[src/rtl/frame_reader.sv]
// frame_reader: fetches a WIDTH x HEIGHT frame one 32-bit word per bus read
// and streams it out through a single-entry valid/ready slot with frame markers.
module frame_reader #(
    parameter int WIDTH   = 320,
    parameter int HEIGHT  = 240,
    parameter int TIMEOUT = 1023
) (
    input  logic        clk,
    input  logic        reset_n,
    input  logic        start,
    input  logic [18:0] base_addr,
    output logic        busy,
    output logic        done,
    output logic        err,
    output logic        bus_read,
    output logic [18:0] bus_read_addr,
    input  logic [31:0] bus_rdata,
    input  logic        bus_rvalid,
    output logic [31:0] o_data,
    output logic        o_valid,
    input  logic        o_ready,
    output logic        o_sof,
    output logic        o_eol,
    output logic        o_eof
);
    localparam int XW = $clog2(WIDTH + 1);
    localparam int YW = $clog2(HEIGHT + 1);
    localparam int TW = $clog2(TIMEOUT + 1);

    typedef enum logic [2:0] {IDLE, REQ, WAIT, GAP, FLUSH} state_t;

    state_t        state, state_nx;
    logic [XW-1:0] x;
    logic [YW-1:0] y;
    logic [TW-1:0] tcnt;
    logic          accept, capture, expire, x_last, y_last;

    assign accept   = o_valid && o_ready;
    assign capture  = state == WAIT && bus_rvalid;
    assign expire   = state == WAIT && !bus_rvalid && tcnt == TW'(TIMEOUT - 1);
    assign x_last   = x == XW'(WIDTH - 1);
    assign y_last   = y == YW'(HEIGHT - 1);
    assign busy     = state != IDLE;
    assign bus_read = state == REQ || state == WAIT;

    always_ff @(posedge clk or negedge reset_n) begin
        if (!reset_n) state <= IDLE;
        else          state <= state_nx;
    end

    // A new read starts only once the output slot is free or draining this cycle
    always_comb begin
        state_nx = state;
        case (state)
            IDLE:    state_nx = start ? REQ : IDLE;
            REQ:     state_nx = WAIT;
            WAIT:    state_nx = capture ? (x_last && y_last ? FLUSH : GAP) : expire ? IDLE : WAIT;
            GAP:     state_nx = (!o_valid || accept) ? REQ : GAP;
            FLUSH:   state_nx = accept ? IDLE : FLUSH;
            default: state_nx = IDLE;
        endcase
    end

    always_ff @(posedge clk or negedge reset_n) begin
        if (!reset_n) begin
            bus_read_addr <= '0;
            x             <= '0;
            y             <= '0;
            tcnt          <= '0;
            err           <= 1'b0;
            done          <= 1'b0;
            o_valid       <= 1'b0;
            o_data        <= '0;
            o_sof         <= 1'b0;
            o_eol         <= 1'b0;
            o_eof         <= 1'b0;
        end else begin
            done    <= state == FLUSH && accept;
            tcnt    <= state == WAIT ? tcnt + TW'(1) : '0;
            o_valid <= capture ? 1'b1 : (expire || o_ready) ? 1'b0 : o_valid;
            if (state == IDLE && start) begin
                bus_read_addr <= base_addr;
                err           <= 1'b0;
                x             <= '0;
                y             <= '0;
            end
            if (expire) err <= 1'b1;
            // Markers describe the word being captured, so they use the pre-increment position
            if (capture) begin
                o_data        <= bus_rdata;
                o_sof         <= x == '0 && y == '0;
                o_eol         <= x_last;
                o_eof         <= x_last && y_last;
                bus_read_addr <= bus_read_addr + 19'd4;
                x             <= x_last ? '0 : x + XW'(1);
                if (x_last) y <= y_last ? '0 : y + YW'(1);
            end
        end
    end
endmodule

[config.mk]
export PLATFORM = sky130hd
export DESIGN_NAME = frame_reader
export DESIGN_NICKNAME = d
export VERILOG_FILES = /design/src/rtl/frame_reader.sv
export SDC_FILE = /design/constraint.sdc
export NUM_CORES = 1
export LEC_CHECK = 0
export ABC_AREA = 0
export BUFFER_PORTS_ARGS = -buffer_cell sky130_fd_sc_hd__buf_4
export CAP_MARGIN = 20
export CORE_ASPECT_RATIO = 0.75
export CORE_UTILIZATION = 30
export CTS_CLUSTER_SIZE = 14
export DETAILED_ROUTE_END_ITERATION = 10
export HOLD_SLACK_MARGIN = 0.06
export RECOVER_POWER = 100
export SLEW_MARGIN = 20
export SYNTH_ARGS = -nofsm -noshare
export SYNTH_HDL_FRONTEND = slang
export SYNTH_SLANG_ARGS = --single-unit
export TNS_END_PERCENT = 20
[constraint.sdc]
create_clock -name clk -period 2.6 [get_ports clk]
set_clock_uncertainty 0.1 [all_clocks]
set_input_delay 0.26 -clock clk [delete_from_list [all_inputs] [get_ports clk]]
set_output_delay 0.26 -clock clk [all_outputs]
set_load 0.05 [all_outputs]
# After elaboration in Yosys (flattened, before gate mapping)
# Cells that the tools add are included.
dict set report word_totals {
  regBits 87
  output_inout_bits 59
  in_bits 56
}
dict set report op_classes {
  n_reduce_logical 20
  n_eq_ne 7
  n_addsub 4
  n_mux 21
}
# operator n
set op_table {}
lappend op_table {{$mux W19} 2}
lappend op_table {{$mux W8} 4}
lappend op_table {{$mux W9} 3}
lappend op_table {{$add A19 B3 Y19 const B} 1}
lappend op_table {{$pmux W3 S5} 1}
lappend op_table {{$add A10 B1 Y10 const B} 1}
lappend op_table {{$eq A10 B10 Y1 const B} 1}
lappend op_table {{$mux W10} 1}
lappend op_table {{$add A9 B1 Y9 const B} 1}
lappend op_table {{$eq A9 B9 Y1 const B} 1}
lappend op_table {{$logic_not A9 Y1} 1}
lappend op_table {{$mux W3} 3}
lappend op_table {{$add A8 B1 Y8 const B} 1}
lappend op_table {{$eq A8 B8 Y1 const B} 1}
lappend op_table {{$logic_and A1 B1 Y1} 8}
lappend op_table {{$logic_not A8 Y1} 1}
lappend op_table {{$eq A3 B2 Y1 const B} 2}
lappend op_table {{$reduce_bool A2 Y1} 3}
lappend op_table {{$mux W1} 5}
lappend op_table {{$mux W2} 2}
lappend op_table {{$eq A3 B1 Y1 const B} 1}
lappend op_table {{$eq A3 B3 Y1 const B} 1}
lappend op_table {{$logic_not A3 Y1} 1}
lappend op_table {{$logic_or A1 B1 Y1} 3}
lappend op_table {{2 further kinds} 3}

# Depth between registers and ports, before layout
dict set report depth {
  depth_word 6
  depth_mapped 7
  mapped_depth_nobuf 6
}

# Least setup slack after synthesis
# No wires, ideal clock.
dict set report synth_path {
  path_kind {register to register}
  start {register bus_read_addr[5]}
  end {register bus_read_addr[14]}
  required_ns 2.376
  stages_incl_launch_ff 7
  t_arrival_ns 1.854
  slack_ns 0.522
  setup_time_ns 0.124
  cell_sequence {dfrtp_1 -> and4_1 -> and2_1 -> clkbuf_1 -> nand2_1 -> o211a_1 -> a211o_1}
}
dict set report synth_via {
  elab_chain_len 2
}
# item line
set synth_lines {}
lappend synth_lines {{start: declaration} 16} ;# output logic [18:0] bus_read_addr,
lappend synth_lines {{start signal: assignment} 82} ;# bus_read_addr <= base_addr;
lappend synth_lines {{start signal: assignment} 94} ;# bus_read_addr <= bus_read_addr + 19'd4;
lappend synth_lines {{$add A19 B3 Y19} 94}
lappend synth_lines {{$mux W19} 89} ;# if (capture) begin
# Every way passes these cells.
# A chain may end at the register's enable or synchronous reset.

# Final worst setup path
dict set report layout_path {
  start {register x[0]}
  end {register y[7]}
}
dict set report layout_via {
  elab_chain_len 3
}
# item line
set layout_lines {}
lappend layout_lines {{start: declaration} 33} ;# logic [XW-1:0] x;
lappend layout_lines {{start signal: assignment} 95} ;# x <= x_last ? '0 : x + XW'(1);
lappend layout_lines {{$eq A9 B9 Y1} 41} ;# assign x_last = x == XW'(WIDTH - 1);
lappend layout_lines {{$mux W8} 96} ;# if (x_last) y <= y_last ? '0 : y + YW'(1);
lappend layout_lines {{$mux W8} 89}
lappend layout_lines {{end signal: assignment} 96}
lappend layout_lines {{end: declaration} 34} ;# logic [YW-1:0] y;
# Every way passes these cells.

==> results.py <==
metrics = {
    "global_routing": {
        "grt-ovfl-total": 0,
        "grtUsageTotal_pct": 16.7,
        "grt_pass1_wl_um": 18400,
        "grt_pass1_vias": 3742,
        "grt_start_max_net_pins": 50,
        "antenna_found_initial": 0,
    },
    "flow_run": {
        "max_cap_viol_count": 0,
    },
    "cts": {
        "root_buffer": "clkbuf_16",
        "numCtsBuffers": 9,
        "ctsResizeCount": 0,
        "h-tree-depth": 3,
        "clk_latency_ns": 0.34,
        "cts_tree": "yes",
        "cts_buffer_depth": 2,
        "path_clk_slew_ns": 0.06,
        "cts_num_sinks": 87,
    },
    "sta": {
        "relSlewSlack_pct": 31.2,
        "hold_viol": 0,
        "setup_viol": 0,
        "tightestPinTransition_ns": 1.03,
        "fmax_ghz": 0.439,
        "finalMaxSlewViolations": 0,
        "period_needed_ns": 2.28,
        "final.period_utilization_pct": 87.5,
        "fin_hold_ws_ns": 0.0763,
        "setup_tns_ns": 0,
        "rsz0062_at_grt": "false",
    },
    "placement": {
        "dp_hpwl_um": 7710,
        "dpl-instance-area_um2": 5200,
        "globalplace.congestion": 0.832,
        "port_buffers": 114,
    },
    "pwr": {
        "p_sw_mw": 3.35,
        "p_clk_share_pct": 19.5,
        "pwr-share-seq_pct": 33.5,
        "peakVddDrop_uv": 802,
        "comb_power_share_pct": 47.0,
        "p_leak_nw": 2.62,
        "sw_frac_of_total_pct": 50.4,
        "total_power_mw": 6.65,
        "internal-power_mw": 3.30,
        "pwr_density_cell_nw_per_um2": 1160,
    },
    "routing": {
        "drt-total-wl_um": 11300,
        "drcViolationCount": 0,
        "dr.max_layer_used": "met4",
        "ant_nets": 0,
        "first_pass_iters": 4,
        "wl_met3_um": 606,
        "wl_per_cell_um": 14.2,
        "avgViaCountPerCell": 4.78,
        "wl_met2_um": 5120,
        "m1WireLength_um": 5490,
        "vias": 3821,
        "drt-initial-drc-count": 177,
    },
    "synthesis": {
        "ys.flop_type": "dfrtp_1",
        "synth_common_cells": "149 x nand2_1, 87 x dfrtp_1, 28 x o21ai_0, 27 x nor2_1, 26 x nand3_1",
        "ys_seq_elements": 87,
        "synth_fp_nets": 524,
        "ys_seq_area_share_pct": 52.9,
        "yosysMostFrequentCell": "nand2_1",
        "ys_warn_count": 0,
        "synthTopCellsByArea": "dfrtp_1 53%, nand2_1 14%, o21ai_0 3.4%",
        "syn_area_um2": 4120,
        "synth_edf_count": 0,
        "netlist.area_leader.share_pct": 52.9,
        "ys_types": 50,
        "synth_largest_area_cell": "dfrtp_1",
        "syn_inst": 461,
        "synth_area_per_cell_um2": 8.93,
        "async_flop_share_pct": 100,
    },
    "floorplan": {
        "dieArea_um2": 14200,
        "die_x_um": 137,
        "core_area_um2": 13200,
        "ios": 115,
        "row_count": 36,
        "die_y_um": 103,
        "start_util_pct": 31.2,
    },
    "finish": {
        "fill_cells": 1317,
        "drive_gt1_share_pct": 12.6,
        "fin_area_um2": 5710,
        "final_net_count": 687,
        "n_antenna_cell": 0,
        "area_growth_pct": 38.7,
        "final_util_pct": 43.3,
    },
    "worst_hold_path": {
        "whs_path_depth": 3,
        "hp-class": "in -> reg",
        "worstHoldStart": "base_addr[4]",
        "hold_end": "bus_read_addr[4]",
    },
    "setup_path": {
        "startpoint_type": "flop",
        "cp_data_arrival_time_ns": 2.39,
        "cp-end-kind": "flop",
        "critPathRequiredTime_ns": 2.71,
        "regToRegSetupSlack_ns": 0.32,
        "critical_path_class": "reg -> reg",
        "r2r_start": "x[0]",
        "worstReg2RegEnd": "y[7]",
        "path_max_fanout": 8,
        "r2r_cells": 6,
    },
    "run_status": {
        "status": "complete, no violations",
    },
}
[stage by stage]
| stage | instances | worst slack [ns] |
|---|---|---|
| 4_1_cts | 799 | 0.316 |
| 5_1_grt | 799 | 0.0593 |
| 3_5_place_dp | 736 | 0.325 |
| 3_3_place_gp | 736 | 0.382 |
| 6_report | 799 | 0.324 |
| 2_1_floorplan | 461 | 0.522 |
[layout make-up]
class | instances | area, um2 | area share, %
sequential | 87 | 2180 | 38.1
multi-input combinational | 346 | 1820 | 31.9
timing repair buffer | 172 | 1170 | 20.5
clock buffer | 12 | 256 | 4.49
tap | 171 | 214 | 3.75
clock inverter | 3 | 42.5 | 0.745
inverter | 8 | 30.0 | 0.526
[timing repair]
item	in CTS	in global routing
endpoints found under the hold margin	85	0
hold buffers	48	0
setup buffers	0	0
endpoints found under the setup margin	0	0
[routing by layer]
metal  track usage [%]  up-vias
met1              22.5     1796
met5                 0        -
met3              4.73       11
met2              26.5      103
met4              4.14        0
li1                  -     1911
[flip-flops by register name, summed over array words and instances, names as in the netlist]
| name | count |
|---|---|
| done | 1 |
| o_eof | 1 |
| o_data | 32 |
| y | 8 |
| bus_read_addr | 19 |
| x | 9 |
| state | 3 |
| err | 1 |
| o_sof | 1 |
| o_eol | 1 |
| o_valid | 1 |
| tcnt | 10 |
[worst max-delay path: stages (launching register included)]
cell and delay (ns):
dfrtp_1 0.42, ha_1 0.22, nand3_1 0.21, or4_1 0.74, and3_1 0.24, a31oi_1 0.13
o31ai_1 0.09
[power groups by stage]
stage | combinational [mW] | sequential, mW | clock [mW]
finish | 3.12 | 2.23 | 1.30
global route | 3.39 | 2.30 | 1.41
floorplan | 1.03 | 3.51 | 0
global placement | 3.46 | 2.22 | 0
detailed placement | 3.50 | 2.25 | 0
CTS | 3.55 | 2.24 | 1.36
[cells in the final DEF, fill, tap and decap left out, drive strengths merged, types with 2 or more instances in the layout]
master	synthesis	final
nor3	9	9
nand2b	3	3
or3	3	3
or4	3	3
mux2i	2	2
buf	10	58
and2	5	5
xor2	7	7
o311ai	3	3
ha	7	7
nand2	149	149
inv	8	8
nand4b	2	2
a21oi	11	11
dfrtp	87	87
nand4	5	5
o211ai	4	4
xnor2	5	5
o21ai	28	28
and4	3	3
a221o	2	2
a31oi	2	2
clkbuf	10	78
o31ai	4	4
nor2	28	28
and3	5	5
a22oi	5	5
nand3	26	26
nor4	8	8
dlygate4sd3	0	48
[kinds of logic (layout without fill, tap and decap cells)]
kind of cell               Yosys count  count (layout)  share of synthesized area, %
buffers and inverters               28             195                          2.86
xor gates and xnor gates            12              12                          2.55
and+or+nand+nor                    257             257                          28.6
AOI/OAI and AO/OA                   67              67                          10.2
adders and majority gates            7               7                          2.13
muxes                                3               3                         0.760
DFF                                 87              87                          52.9
[worst max path at each step]
stage / start / to / slack (ns)
2_1_floorplan: bus_read_addr[5] / bus_read_addr[14] / 0.52
3_3_place_gp: x[0] / y[7] / 0.38
3_5_place_dp: x[0] / y[7] / 0.33
4_1_cts: x[0] / y[7] / 0.32
5_1_grt: x[0] / x[5] / 0.06
6_report: x[0] / y[7] / 0.32
No activity file was read; power rests on OpenSTA's default activity.
